**src/rtl/tdm_pkg.sv**
```systemverilog
// Shared TDM framing defaults and receiver state encoding.
package tdm_pkg;

    localparam int TDM_SLOTS     = 8;
    localparam int TDM_SLOT_BITS = 32;
    localparam int TDM_DATA_BITS = 24;

    typedef enum logic [1:0] {
        HUNT = 2'd0,
        SYNC = 2'd1,
        RECV = 2'd2
    } tdm_state_t;

endpackage

```
**src/rtl/tdm_edge_det.sv**
```systemverilog
// bclk rising-edge detector in the mclk_in domain.
module tdm_edge_det (
    input  logic mclk_in,
    input  logic rst,
    input  logic i_bclk,
    output logic o_rise
);

    logic r_bclk;
    logic r_arm;

    // r_arm masks the first cycle after reset so a high bclk is not a rise
    always_ff @(posedge mclk_in or posedge rst) begin
        if (rst) begin
            r_bclk <= 1'b0;
            r_arm  <= 1'b0;
        end else begin
            r_bclk <= i_bclk;
            r_arm  <= 1'b1;
        end
    end

    assign o_rise = r_arm & i_bclk & ~r_bclk;

endmodule

```
**src/rtl/tdm_rx.sv**
```systemverilog
// TDM serial receiver: frame sync hunt, slot deserialisation, framing errors.
module tdm_rx
    import tdm_pkg::*;
#(
    parameter int SLOTS     = TDM_SLOTS,
    parameter int SLOT_BITS = TDM_SLOT_BITS,
    parameter int DATA_BITS = TDM_DATA_BITS
) (
    input  logic                     mclk_in,
    input  logic                     rst,
    input  logic                     bclk,
    input  logic                     wclk,
    input  logic                     tdm_in,
    output logic [DATA_BITS-1:0]     slot_data,
    output logic [$clog2(SLOTS)-1:0] slot_idx,
    output logic                     slot_valid,
    output logic                     frame_start,
    output logic                     err_frame
);

    localparam int BW = $clog2(SLOT_BITS);
    localparam int SW = $clog2(SLOTS);
    localparam logic [BW-1:0] LAST_BIT  = BW'(SLOT_BITS - 1);
    localparam logic [SW-1:0] LAST_SLOT = SW'(SLOTS - 1);

    tdm_state_t r_state;
    tdm_state_t w_state_nxt;

    logic [BW-1:0]        r_bit_cnt;
    logic [SW-1:0]        r_slot_cnt;
    logic [DATA_BITS-1:0] r_shift;
    logic [DATA_BITS-1:0] r_data;
    logic [SW-1:0]        r_idx;
    logic                 r_valid;
    logic                 r_fs;
    logic                 r_err;

    logic                 w_rise;
    logic [BW-1:0]        w_bit_nxt;
    logic [SW-1:0]        w_slot_nxt;
    logic [DATA_BITS-1:0] w_shift_nxt;
    logic [DATA_BITS-1:0] w_shifted;
    logic                 w_last_bit;
    logic                 w_last_slot;
    logic                 w_data_bit;
    logic                 w_emit;
    logic                 w_err;

    tdm_edge_det u_edge (
        .mclk_in (mclk_in),
        .rst     (rst),
        .i_bclk  (bclk),
        .o_rise  (w_rise)
    );

    assign w_last_bit  = (r_bit_cnt == LAST_BIT);
    assign w_last_slot = (r_slot_cnt == LAST_SLOT);
    assign w_data_bit  = (int'(r_bit_cnt) < DATA_BITS);
    assign w_shifted   = {r_shift[DATA_BITS-2:0], tdm_in};

    always_ff @(posedge mclk_in or posedge rst) begin
        if (rst) begin
            r_state <= HUNT;
        end else begin
            r_state <= w_state_nxt;
        end
    end

    always_comb begin
        w_state_nxt = r_state;
        w_bit_nxt   = r_bit_cnt;
        w_slot_nxt  = r_slot_cnt;
        w_shift_nxt = r_shift;
        w_emit      = 1'b0;
        w_err       = 1'b0;
        if (w_rise) begin
            unique case (r_state)
                HUNT: begin
                    if (wclk) w_state_nxt = SYNC;
                end
                SYNC: begin
                    // one-bclk sync delay: this rise carries slot 0 bit 0
                    w_shift_nxt = w_shifted;
                    w_bit_nxt   = BW'(1);
                    w_slot_nxt  = '0;
                    w_state_nxt = RECV;
                end
                RECV: begin
                    if (wclk && !(w_last_bit && w_last_slot)) begin
                        w_err       = 1'b1;
                        w_state_nxt = SYNC;
                    end else begin
                        if (w_data_bit) w_shift_nxt = w_shifted;
                        if (w_last_bit) begin
                            w_emit     = 1'b1;
                            w_bit_nxt  = '0;
                            w_slot_nxt = w_last_slot ? '0 : r_slot_cnt + 1'b1;
                            if (w_last_slot && !wclk) begin
                                w_err       = 1'b1;
                                w_state_nxt = HUNT;
                            end
                        end else begin
                            w_bit_nxt = r_bit_cnt + 1'b1;
                        end
                    end
                end
                default: w_state_nxt = HUNT;
            endcase
        end
    end

    always_ff @(posedge mclk_in or posedge rst) begin
        if (rst) begin
            r_bit_cnt  <= '0;
            r_slot_cnt <= '0;
            r_shift    <= '0;
            r_data     <= '0;
            r_idx      <= '0;
            r_valid    <= 1'b0;
            r_fs       <= 1'b0;
            r_err      <= 1'b0;
        end else begin
            r_bit_cnt  <= w_bit_nxt;
            r_slot_cnt <= w_slot_nxt;
            r_shift    <= w_shift_nxt;
            r_valid    <= w_emit;
            r_fs       <= w_emit && (r_slot_cnt == '0);
            r_err      <= w_err;
            if (w_emit) begin
                r_data <= w_shift_nxt;
                r_idx  <= r_slot_cnt;
            end
        end
    end

    assign slot_data   = r_data;
    assign slot_idx    = r_idx;
    assign slot_valid  = r_valid;
    assign frame_start = r_fs;
    assign err_frame   = r_err;

endmodule
```
**config.mk**
```make
export PLATFORM = sky130hd
export DESIGN_NAME = tdm_rx
export DESIGN_NICKNAME = d
export VERILOG_FILES = /design/src/rtl/tdm_pkg.sv /design/src/rtl/tdm_edge_det.sv /design/src/rtl/tdm_rx.sv
export SDC_FILE = /design/constraint.sdc
export NUM_CORES = 1
export LEC_CHECK = 0
export ABC_AREA = 1
export BUFFER_PORTS_ARGS = -buffer_cell sky130_fd_sc_hd__buf_4
export CAP_MARGIN = 20
export CORE_MARGIN = 2
export CORE_UTILIZATION = 52
export DETAILED_ROUTE_END_ITERATION = 12
export PLACE_DENSITY = 0.75
export SETUP_SLACK_MARGIN = 0.15
export SYNTH_ARGS = -nofsm -noshare
export SYNTH_HDL_FRONTEND = slang
export SYNTH_HIERARCHICAL = 1
export SYNTH_SLANG_ARGS = --single-unit
export TNS_END_PERCENT = 50
```
**constraint.sdc**
```tcl
create_clock -name mclk_in -period 1.7 [get_ports mclk_in]
set_input_delay 0.255 -clock mclk_in [delete_from_list [all_inputs] [get_ports mclk_in]]
set_output_delay 0.255 -clock mclk_in [all_outputs]
set_load 0.05 [all_outputs]
```
==> metrics.txt <==
core area=5574 um^2; CP Cell Sequence=ha_2, nand2_2, nor2_2, ha_2, nand2_2, nand2_4, inv_1, nand2_1, o211ai_1, buf_4, nand2_1, o21ai_1; WP buf/inv=2; Util after Layout=72.05%; Mapped Area=3020 um^2; Post-Synthesis Cells=366; Sink Count=66; diode count=0; Filler cells=413; port bufs=34; Least-Margin Pin Slew=0.5913 ns; Adder-Cell Fraction of Synth Area=3.728%; Final min period=1.805 ns; Power Density=1050 nW/um^2; outcome=finished with violations; Initial DRC Count=348; Via-to-Cell Ratio=5.092; Post-synth EDFFs=0; placed cell area=3410 um^2; chip width=80.22 um; unrepaired setup endpoints after global routing=true; MaxCap Viol Count=0; vias in the first global route=2277; Yosys reg bits=66; peak per-stage delay on the critical path=0.36 ns; R2R Path Start=r_bit_cnt[0]$_DFFE_PP0P_; Worst-path clk slew=0.08 ns; Detail Route Antenna Nets=0; kind of critical path=reg2reg; Area growth syn-to-layout=32.97%; Layout Cells excl Fill=500; CP Launch Point=r_bit_cnt[0]$_DFFE_PP0P_; largest net degree at the start of global routing=31; # rows=27; Largest delay share family, worst path=simple AND/OR/NAND/NOR gates; CP startpoint kind=register; final setup margin=-0.1052 ns; Syn. warnings=6; synthesized area per cell=8.252 um^2; sequential share of the synthesized area=54.68%; layout cells sized above 1=31.78%; Die Span Y=80.22 um; H-tree depth=3; Final setup viols=34; grt total ovfl=0; most frequent cells in the layout=nand2_1 (115), dfrtp_1 (66), buf_4 (48), inv_1 (35), nand2_2 (30); FF-to-FF setup slack=-0.11 ns; routed via count=2546; Final Hold Viols=0; most common cell after layout, fill and taps aside=nand2_1; Netlist cell types=25; nets=438; Worst EP required=1.92 ns; die area=6434 um^2; Crit path depth=12; top_reg_cell synth=dfrtp_1; clock latency on the worst-skew pair=0.35 ns; CTS tree=done; Synth Area in Compound Gates=2.651%; Synth async-reset ratio=100.0%; main combinational cell family by area after synthesis=simple AND/OR/NAND/NOR gates; Highest Clock Rate=0.5540 GHz; DRC=0; Root Driver=clkbuf_8; part of the cycle the worst path needs=106.2%; violated checks=setup timing; Leakage=0.002055 uW; Hold WC Path Type=in2reg; GP Congestion=0.8223; # IOs=35; Critical-path top delay cell=dfrtp_1; max_slew headroom=60.50%; Inst Count DP=473; Critical Path AT=2.03 ns; overall routing resource usage=22.08%; cts bufs inserted=9; post-synthesis xor/xnor area fraction=0%; Crit. End Element=register; crit path capture=r_slot_cnt[0]$_DFFE_PP0P_; dpl hpwl=3.813 mm; wire length per cell=14.97 um; Max Root-Sink Buffers=2; final instance area=4016 um^2; Setup Skew=0.01224 ns; initial antenna violation count=0; global-route wire length before repair=10.79 mm; reg2reg end=r_slot_cnt[0]$_DFFE_PP0P_; drt pass-1 iters=4; syn_nets=380; mux share of post-synthesis cell area=0%; Initial Util=54.19%; Synth Area in Simple Gates=30.57%; VDD IR max=621.7 uV; setup TNS=-1.212 ns; Slew Limit Fails=0; worst-path maximum fanout=5; Worst R2R Path Depth=12; total routed wirelength=7.483 mm; Pwr Total=4215 uW
metal layers:
metal	vias up	global-route usage [%]	wire, um
met5	-	0	0
met4	0	11.69	187
met3	21	5.056	394
met2	83	33.50	3700
met1	1201	29.55	3200
li1	1241	-	-
worst min path at each step:
stage | start | end | slack, ns | cells past startpoint
floorplan | rst | u_edge/r_arm$_DFF_PP0_ | -0.004 | 1
global placement | rst | u_edge/r_arm$_DFF_PP0_ | 0.14 | 2
detailed placement | rst | u_edge/r_arm$_DFF_PP0_ | 0.14 | 2
CTS | bclk | u_edge/r_bclk$_DFF_PP0_ | 0.02 | 1
global route | bclk | u_edge/r_bclk$_DFF_PP0_ | 0.02 | 1
finish | bclk | u_edge/r_bclk$_DFF_PP0_ | 0.02 | 1
registers in the layout (all words and copies together) (netlist names):
register and cells:
r_shift 24, slot_data 24, r_bit_cnt 5, r_slot_cnt 3, slot_idx 3, r_state 2
err_frame 1, frame_start 1, slot_valid 1, u_edge/r_arm 1, u_edge/r_bclk 1
cell type report:
class / instances / area [um^2] / area share (%)
clock inverters: 2 / 35.03 / 0.8723
inverters: 40 / 158.9 / 3.956
repair buffers: 56 / 493.0 / 12.27
multi-input cells: 251 / 1419 / 35.33
clock buffers: 13 / 168.9 / 4.206
flip-flops and latches: 66 / 1652 / 41.12
well taps: 72 / 90.09 / 2.243
synthesized netlist by cell type (3+ instances only):
master    count  area, um^2
dfrtp_1      66        1652
buf_2         3       15.01
nand2_4       4       45.04
nor2_1       31       116.4
ha_1          9       112.6
nand2_1     152       570.6
buf_6         4       45.04
a21oi_1       3       15.01
clkbuf_1      4       15.01
nand3_1      27       135.1
o21ai_1       3       15.01
o21ai_0       7       35.03
buf_4         3       22.52
inv_1        38       142.6
power breakdown:
group          internal [uW]  switching, uW
Sequential              1660           78.3
Combinational            352            748
Clock                    789            593
Total                   2800           1420
cells by family (layout without fill, tap and decap cells):
logic type	count (synthesis)	after routing
AOI/OAI and AO/OA	15	15
buffers and inverters	54	111
and+or+nand+nor	221	226
adders and majority gates	9	9
DFF	66	66
other	1	1
metrics by stage:
step                      worst slack, ns  hold slack [ns]
after floorplan                   0.02130        -0.003815
after global placement           -0.05831           0.1352
after detailed placement          -0.1127           0.1379
after CTS                        -0.02805          0.02093
after global routing              -0.2005          0.02039
final                             -0.1052          0.02218
timing repair:
action | in CTS | in global routing
gates resized for setup | 12 | 65
buffers inserted | 1 | 5
pin swaps | 3 | 18
cloned | 4 | 1
setup endpoints to repair | 63 | 64
endpoints found under the hold margin | 23 | 0
hold buffers | 1 | 0
Note: power is estimated with default switching activity, not from simulation.
